--- src/rtl/hdlink_ctrl.sv ---
// Half-duplex single-wire link controller: sends a command byte on the pad, releases
// the line, then receives the reply byte. Define HDLINK_PARITY_EN to add an even-parity bit in both directions.
module hdlink_ctrl #(
  parameter int BIT_DIV  = 8,
  parameter int TURN_CYC = 2,
  parameter int TIMEOUT  = 16
) (
  input  logic       CLK,
  input  logic       RSTN,
  input  logic [7:0] TX_DATA,
  input  logic       TX_VALID,
  output logic       TX_READY,
  output logic [7:0] RX_DATA,
  output logic       RX_VALID,
  output logic       RX_ERR,
  output logic       BUSY,
  output logic       PAD_I,
  output logic       PAD_T,
  input  logic       PAD_O
);

`ifdef HDLINK_PARITY_EN
  localparam int PAR_BITS = 1;
`else
  localparam int PAR_BITS = 0;
`endif
  localparam int TX_BITS = 10 + PAR_BITS;
  // Bits sampled after the start bit: data, optional parity, stop.
  localparam int RX_BITS = 9 + PAR_BITS;
  localparam int CNT_MAX = (BIT_DIV > TURN_CYC) ? BIT_DIV : TURN_CYC;
  localparam int CW      = $clog2(CNT_MAX + 1);
  localparam int TW      = $clog2(TIMEOUT * BIT_DIV + 1);

  localparam logic [CW-1:0] BIT_END  = CW'(BIT_DIV - 1);
  localparam logic [CW-1:0] HALF_END = CW'(BIT_DIV / 2 - 1);
  localparam logic [CW-1:0] TURN_END = CW'(TURN_CYC - 1);
  localparam logic [TW-1:0] TO_END   = TW'(TIMEOUT * BIT_DIV - 1);
  localparam logic [3:0]    TX_LAST  = 4'(TX_BITS - 1);
  localparam logic [3:0]    RX_LAST  = 4'(RX_BITS - 1);

  typedef enum logic [2:0] {
    S_IDLE, S_TX, S_TURN, S_WAIT, S_START_CHK, S_RX, S_DONE
  } state_t;

  state_t             state_q, state_d;
  logic [CW-1:0]      cyc_q, cyc_d;
  logic [3:0]         bit_q, bit_d;
  logic [TW-1:0]      to_q, to_d;
  logic [TX_BITS-1:0] tx_sh_q, tx_sh_d;
  logic [7:0]         rx_sh_q, rx_sh_d;
  logic               par_q, par_d;
  logic               pad_i_q, pad_i_d, pad_t_q, pad_t_d;
  logic [7:0]         rx_data_q, rx_data_d;
  logic               rx_err_q, rx_err_d, rx_valid_q, rx_valid_d;
  logic [1:0]         sync_q;
  logic               rx_in;
  logic [TX_BITS-1:0] tx_frame;

`ifdef HDLINK_PARITY_EN
  assign tx_frame = {1'b0, ^TX_DATA, TX_DATA, 1'b1};
`else
  assign tx_frame = {1'b0, TX_DATA, 1'b1};
`endif

  assign rx_in    = sync_q[1];
  assign TX_READY = (state_q == S_IDLE);
  assign BUSY     = (state_q != S_IDLE);
  assign PAD_I    = pad_i_q;
  assign PAD_T    = pad_t_q;
  assign RX_DATA  = rx_data_q;
  assign RX_ERR   = rx_err_q;
  assign RX_VALID = rx_valid_q;

  always_ff @(posedge CLK or negedge RSTN) begin
    if (!RSTN) sync_q <= 2'b00;
    else       sync_q <= {sync_q[0], PAD_O};
  end

  // NOTE: every variable gets its hold value first so no path leaves one unassigned (no latches).
  always_comb begin
    state_d    = state_q;
    cyc_d      = cyc_q;
    bit_d      = bit_q;
    to_d       = to_q;
    tx_sh_d    = tx_sh_q;
    rx_sh_d    = rx_sh_q;
    par_d      = par_q;
    pad_i_d    = pad_i_q;
    pad_t_d    = pad_t_q;
    rx_data_d  = rx_data_q;
    rx_err_d   = rx_err_q;
    rx_valid_d = 1'b0;
    case (state_q)
      S_IDLE: begin
        pad_t_d = 1'b1;
        pad_i_d = 1'b0;
        if (TX_VALID) begin
          state_d = S_TX;
          tx_sh_d = tx_frame;
          pad_t_d = 1'b0;
          pad_i_d = tx_frame[0];
          cyc_d   = '0;
          bit_d   = '0;
        end
      end
      S_TX: begin
        if (cyc_q == BIT_END) begin
          cyc_d = '0;
          if (bit_q == TX_LAST) begin
            state_d = S_TURN;
            pad_t_d = 1'b1;
            pad_i_d = 1'b0;
          end else begin
            bit_d   = bit_q + 4'd1;
            tx_sh_d = tx_sh_q >> 1;
            pad_i_d = tx_sh_q[1];
          end
        end else begin
          cyc_d = cyc_q + 1'b1;
        end
      end
      S_TURN: begin
        if (cyc_q == TURN_END) begin
          state_d = S_WAIT;
          cyc_d   = '0;
          to_d    = '0;
        end else begin
          cyc_d = cyc_q + 1'b1;
        end
      end
      S_WAIT: begin
        if (rx_in) begin
          state_d = S_START_CHK;
          cyc_d   = '0;
        end else if (to_q == TO_END) begin
          state_d    = S_DONE;
          rx_data_d  = 8'h00;
          rx_err_d   = 1'b1;
          rx_valid_d = 1'b1;
        end else begin
          to_d = to_q + 1'b1;
        end
      end
      S_START_CHK: begin
        // A line still high half a bit later is a real start bit; otherwise a glitch.
        if (cyc_q == HALF_END) begin
          cyc_d   = '0;
          bit_d   = '0;
          par_d   = 1'b0;
          state_d = rx_in ? S_RX : S_WAIT;
        end else begin
          cyc_d = cyc_q + 1'b1;
        end
      end
      S_RX: begin
        if (cyc_q == BIT_END) begin
          cyc_d = '0;
          if (bit_q == RX_LAST) begin
            state_d    = S_DONE;
            rx_data_d  = rx_sh_q;
            rx_valid_d = 1'b1;
`ifdef HDLINK_PARITY_EN
            rx_err_d   = rx_in | par_q;
`else
            rx_err_d   = rx_in;
`endif
          end else begin
            bit_d = bit_q + 4'd1;
            par_d = par_q ^ rx_in;
            if (bit_q < 4'd8) rx_sh_d = {rx_in, rx_sh_q[7:1]};
          end
        end else begin
          cyc_d = cyc_q + 1'b1;
        end
      end
      S_DONE:  state_d = S_IDLE;
      default: state_d = S_IDLE;
    endcase
  end

  // NOTE: sequential state uses non-blocking assignments so all flops update together at the edge.
  always_ff @(posedge CLK or negedge RSTN) begin
    if (!RSTN) begin
      state_q    <= S_IDLE;
      cyc_q      <= '0;
      bit_q      <= '0;
      to_q       <= '0;
      tx_sh_q    <= '0;
      rx_sh_q    <= '0;
      par_q      <= 1'b0;
      pad_i_q    <= 1'b0;
      pad_t_q    <= 1'b1;
      rx_data_q  <= 8'h00;
      rx_err_q   <= 1'b0;
      rx_valid_q <= 1'b0;
    end else begin
      state_q    <= state_d;
      cyc_q      <= cyc_d;
      bit_q      <= bit_d;
      to_q       <= to_d;
      tx_sh_q    <= tx_sh_d;
      rx_sh_q    <= rx_sh_d;
      par_q      <= par_d;
      pad_i_q    <= pad_i_d;
      pad_t_q    <= pad_t_d;
      rx_data_q  <= rx_data_d;
      rx_err_q   <= rx_err_d;
      rx_valid_q <= rx_valid_d;
    end
  end

endmodule

--- config.mk ---
export PLATFORM = sky130hd
export DESIGN_NAME = hdlink_ctrl
export DESIGN_NICKNAME = d
export VERILOG_FILES = /design/src/rtl/hdlink_ctrl.sv
export SDC_FILE = /design/constraint.sdc
export NUM_CORES = 1
export LEC_CHECK = 0
export ABC_AREA = 0
export CORE_MARGIN = 2
export CORE_UTILIZATION = 50
export CTS_CLUSTER_DIAMETER = 120
export CTS_CLUSTER_SIZE = 8
export DETAILED_ROUTE_END_ITERATION = 12
export GPL_TIMING_DRIVEN = 0
export PLACE_DENSITY = 0.71
export REMOVE_ABC_BUFFERS = 1
export SYNTH_ARGS = -nofsm -noshare
export SYNTH_HDL_FRONTEND = slang
export SYNTH_SLANG_ARGS = --single-unit
--- constraint.sdc ---
create_clock -name CLK -period 4.8 [get_ports CLK]
set_input_delay 0.72 -clock CLK [delete_from_list [all_inputs] [get_ports CLK]]
set_output_delay 0.72 -clock CLK [all_outputs]
set_load 0.05 [all_outputs]
==> Yosys cells after proc, flatten, opt, wreduce, memory -nomap -nowiden <==
Cells that the tools add are included.
{ "classes": {"add_sub_neg": 3, "multipliers": 0, "div": 0, "order_cmp": 1, "n_eq_ne": 25, "n_shift": 0, "mux": 54, "bitwise": 1, "reduce_logical": 17} }
{ "op_table": {"columns": ["cell", "count"], "rows": [
  ["$mux W8", 7],
  ["$mux W4", 10],
  ["$pmux W8 S2", 2],
  ["$mux W10", 3],
  ["$mux W3", 10],
  ["$ne A2 B2 Y1 const B", 13],
  ["$pmux W10 S2", 1],
  ["$pmux W4 S5", 1],
  ["$pmux W3 S6", 1],
  ["$pmux W4 S4", 1],
  ["$mux W1", 14],
  ["$reduce_and A4 Y1", 3],
  ["$add A4 B1 Y4 const B", 2],
  ["$add A8 B1 Y8 const B", 1],
  ["$eq A4 B4 Y1 const B", 2],
  ["$eq A8 B7 Y1 const B", 1],
  ["$pmux W1 S2", 4],
  ["$reduce_and A8 Y1", 1],
  ["$reduce_and A7 Y1", 1],
  ["$eq A3 B2 Y1 const B", 2],
  ["$eq A3 B3 Y1 const B", 2],
  ["$reduce_and A3 Y1", 2],
  ["$reduce_bool A2 Y1", 3],
  ["$reduce_and A5 Y1", 1],
  ["other kinds (13)", 13]
]} }
{ "word_totals": {"regBits": 51, "latch_bits": 0, "mem_bits_rw": 0, "romBits": 0, "in_bits": 12, "out_inout_bits": 14, "mem_count": 0} }

==> Logic depth before layout (Yosys ltp) <==
{ "depth": {"ltp_word": 4, "depth_mapped": 7} }

==> Least setup slack after synthesis <==
No wires, ideal clock.
{ "synth_path": {"path_kind": "reg2out", "start": "reg state_q[1]", "end": "out TX_READY", "t_arrival_ps": 1568, "required_ps": 4080, "path_slack_ps": 2512, "path_stages_with_launch": 4, "path_buffers": 1, "path_cell_list": "dfrtp_1 -> buf_2 -> or3_1 -> inv_1"} }
{ "synth_via": {"elab_chain_cells": 1} }
{ "synth_rtl": {"columns": ["element", "line", "source"], "rows": [
  ["from (decl)", "45", "state_t state_q, state_d;"],
  ["from (signal assigned)", "197", "state_q <= state_d;"],
  ["$logic_not A3 Y1", "66", "assign TX_READY = (state_q == S_IDLE);"],
  ["to (decl)", "12", "output logic TX_READY,"]
]} }
Every way passes these cells.

==> Worst setup path in the final report <==
{ "layout_path": {"start": "reg state_q[2]", "end": "out TX_READY"} }
The elaborated chain is that of the path after synthesis.

==> run metrics <==
core area between 4000 and 5000 sq um; Global Route Usage Sum 18.4%; row count 25; internal power 0.842 mW; I/O pins 26; largest net degree at the start of global routing 38; slowest stage cell, crit path clkdlybuf4s50_1; setup TNS 0 ns; Switching Share 41.0%; maximum VDD drop ~0.00024 V; reg2reg end tx_sh_q[7]; Setup Viol. Count Final 0; antenna violations before repair 0; Post-DRT Antenna Nets 0; Placed Cells 326; Syn Std Cell Area 2520 sq um; DR WL/cell 13.7 microns; dpl ws 2.04 ns; post-route insts no fill 334; Resized Gates After CTS 0; Startpoint Class flop; Clk pwr share between 10% and 20%; post-detail-place hpwl 3320 microns; register clock-pin slew on the reported worst setup and hold paths 0.10 ns; Chip Height around 75 microns; clk_lat worst skew around 0.31 ns; die area 5630 sq um; grt ovf 0; first-pass GRT wire length 7900 microns; number of DRC markers in iteration 0 39; CP cell instances or3_1, inv_1, clkdlybuf4s50_1; most frequent cells in the layout dfrtp_1, nand2_1, clkdlybuf4s50_1; Seq/Total Area, Yosys between 40% and 50%; setup bufs post-CTS 0; Post-synth top flop dfrtp_1; Reg power frac 43.2%; Die Wd 75.0 microns; DRT Wirelength 4590 microns; Final Cycle Share between 60% and 70%; dpl cell area around 2800 sq um; area of the multi-input gates 1170 sq um; Num Clock Sinks a little under 50; Setup CP Type reg -> out; synth unique cells 51; worst path arrival time 2.39 ns; Pleak 1.32 nW; worst-path maximum fanout 16; worst path bufs/invs 2; Final Max Slew Viols 0; pwr/cell area 489 nW/um^2; Post-Route Skew 0.00510 ns; Synth Instances 245; DR vias/cell between 5 and 6; deepest clock path buffer count 2; Levels on crit path 3; Starting Density approximately 53%; TritonCTS Buffers 5; fraction of layout cells with a size suffix above 1 8.99%; NetSw 0.585 mW; Hold Buf Count CTS 0; Remaining DRCs 0; Initial DRT Pass Iterations 8; diodes inserted 0; register bit total from synthesis 49; power share of the combinational group between 30% and 40%; Worst Max-Slew Pin Slew 1.02 ns; max_cap viols 0; Worst Hold Class in -> async; mean area per synthesized cell 10.3 sq um; unrepaired setup endpoints after global routing false; final hold vios 0; H-Tree Depth 2; Root Buffer Master clkbuf_8; GPL Wtd Cong 0.821; Port Buf Inserts 25; area grow syn2layout 15.6%; CP top delay family buffers and inverters; CP Capture Type output pin; Final #Nets 284; YS warnings 0; CTS tree yes; max_slew headroom 31.7%; vias in the first global route about 1.7k; Fillers ~400; R2R depth 4; CP endpoint TX_READY; min cycle time layout just over 3 ns; register area 1230 sq um; Final WS setup 1.69 ns; critical path required time 4.08 ns; reg-to-reg startpoint state_q[0]; Fmax 321 MHz; number of synthesized flops with an enable pin 0; Setup crit start state_q[2]; ys async rst share 100%; Hold WS 0.295 ns; Critical Path Max Stage Delay ~0.83 ns; outcome finished clean; most common cell after layout, fill and taps aside dfrtp_1; Post-Route Utilization 60.9%; Pwr Total 1.43 mW; Final Instance Area 2920 sq um; Vias 1819; register-to-register path setup slack between 2 and 3 ns
worst min-delay path by stage:
| stage | startpoint | endpoint | slack [ns] | cells past startpoint |
|---|---|---|---|---|
| floorplan | sync_q[0] | sync_q[1] | 0.33 | 0 |
| global placement | sync_q[0] | sync_q[1] | 0.34 | 0 |
| detailed placement | sync_q[0] | sync_q[1] | 0.34 | 0 |
| CTS | RSTN | to_q[5] | 0.30 | 1 |
| global route | RSTN | to_q[7] | 0.31 | 1 |
| finish | RSTN | cyc_q[1] | 0.29 | 1 |
cells in the mapped netlist, types with 2 or more instances:
| cell type | number | area [sq um] |
|---|---|---|
| nand4_1 | 2 | 12.5 |
| inv_1 | 18 | 67.6 |
| and4b_1 | 2 | 20.0 |
| a211oi_1 | 2 | 15.0 |
| a221o_1 | 2 | 20.0 |
| nand3b_1 | 3 | 22.5 |
| ha_1 | 6 | 75.1 |
| nand2b_1 | 4 | 25.0 |
| o21ai_0 | 11 | 55.1 |
| and3_1 | 4 | 25.0 |
| a21oi_1 | 9 | 45.0 |
| o41ai_1 | 3 | 26.3 |
| xnor2_1 | 2 | 17.5 |
| a31oi_1 | 3 | 18.8 |
| buf_2 | 4 | 20.0 |
| nor4_1 | 2 | 12.5 |
| nand3_1 | 7 | 35.0 |
| and2_1 | 2 | 12.5 |
| nand2_1 | 27 | 101 |
| o2bb2ai_1 | 4 | 35.0 |
| mux2i_1 | 21 | 210 |
| o21a_1 | 2 | 15.0 |
| nor2_1 | 14 | 52.6 |
| dfrtp_1 | 48 | 1200 |
| mux2_2 | 9 | 101 |
| clkbuf_1 | 6 | 22.5 |
| nor3_1 | 4 | 20.0 |
logic make-up after synthesis:
logic type	count (synthesis)	share of synthesized area (%)
AND/OR/NAND/NOR	80	16.4
multiplexers	30	12.4
flip-flops	49	48.7
buffers and inverters	30	4.96
XOR/XNOR	4	1.69
AO/OA/AOI/OAI	46	13.0
adder cells (fa/ha/maj)	6	2.98
power groups by stage:
stage               clock (mW)  combinational [mW]  sequential, mW
floorplan                    0               0.394           0.623
global placement             0               0.538           0.619
detailed placement           0               0.552           0.624
CTS                      0.272               0.552           0.616
global route             0.289               0.618           0.634
finish                   0.263               0.548           0.616
layout make-up:
cell class                      count  area share [%]
Timing Repair Buffer               26            9.09
Tap cell                           67            2.87
Clock inverter                      3           0.987
Inverter                           18            2.32
Sequential cell                    49            42.1
Clock buffer                        5            2.36
Multi-Input combinational cell    166            40.3
metal layers:
layer	vias up	share of wire [%]	global-route usage, %
li1	914	-	-
met1	876	47	25.5
met2	23	49	28.8
met3	6	2.7	4.42
met4	0	1.2	5.36
met5	-	0	0
flip-flops by register name, summed over array words and instances (netlist names):
name	cells
to_q	8
rx_sh_q	8
bit_q	4
tx_sh_q	8
RX_VALID	1
cyc_q	4
RX_ERR	1
state_q	3
PAD_T	1
RX_DATA	8
PAD_I	1
sync_q	2
worst reg2reg max path: cells and delay by family (launching register included):
family | cells | cell delay, ns
AND/OR/NAND/NOR | 1 | 0.25
flip-flops | 1 | 0.71
buffers and inverters | 1 | 0.12
AO/OA/AOI/OAI | 2 | 1.03
No activity file was read; power rests on OpenSTA's default activity.
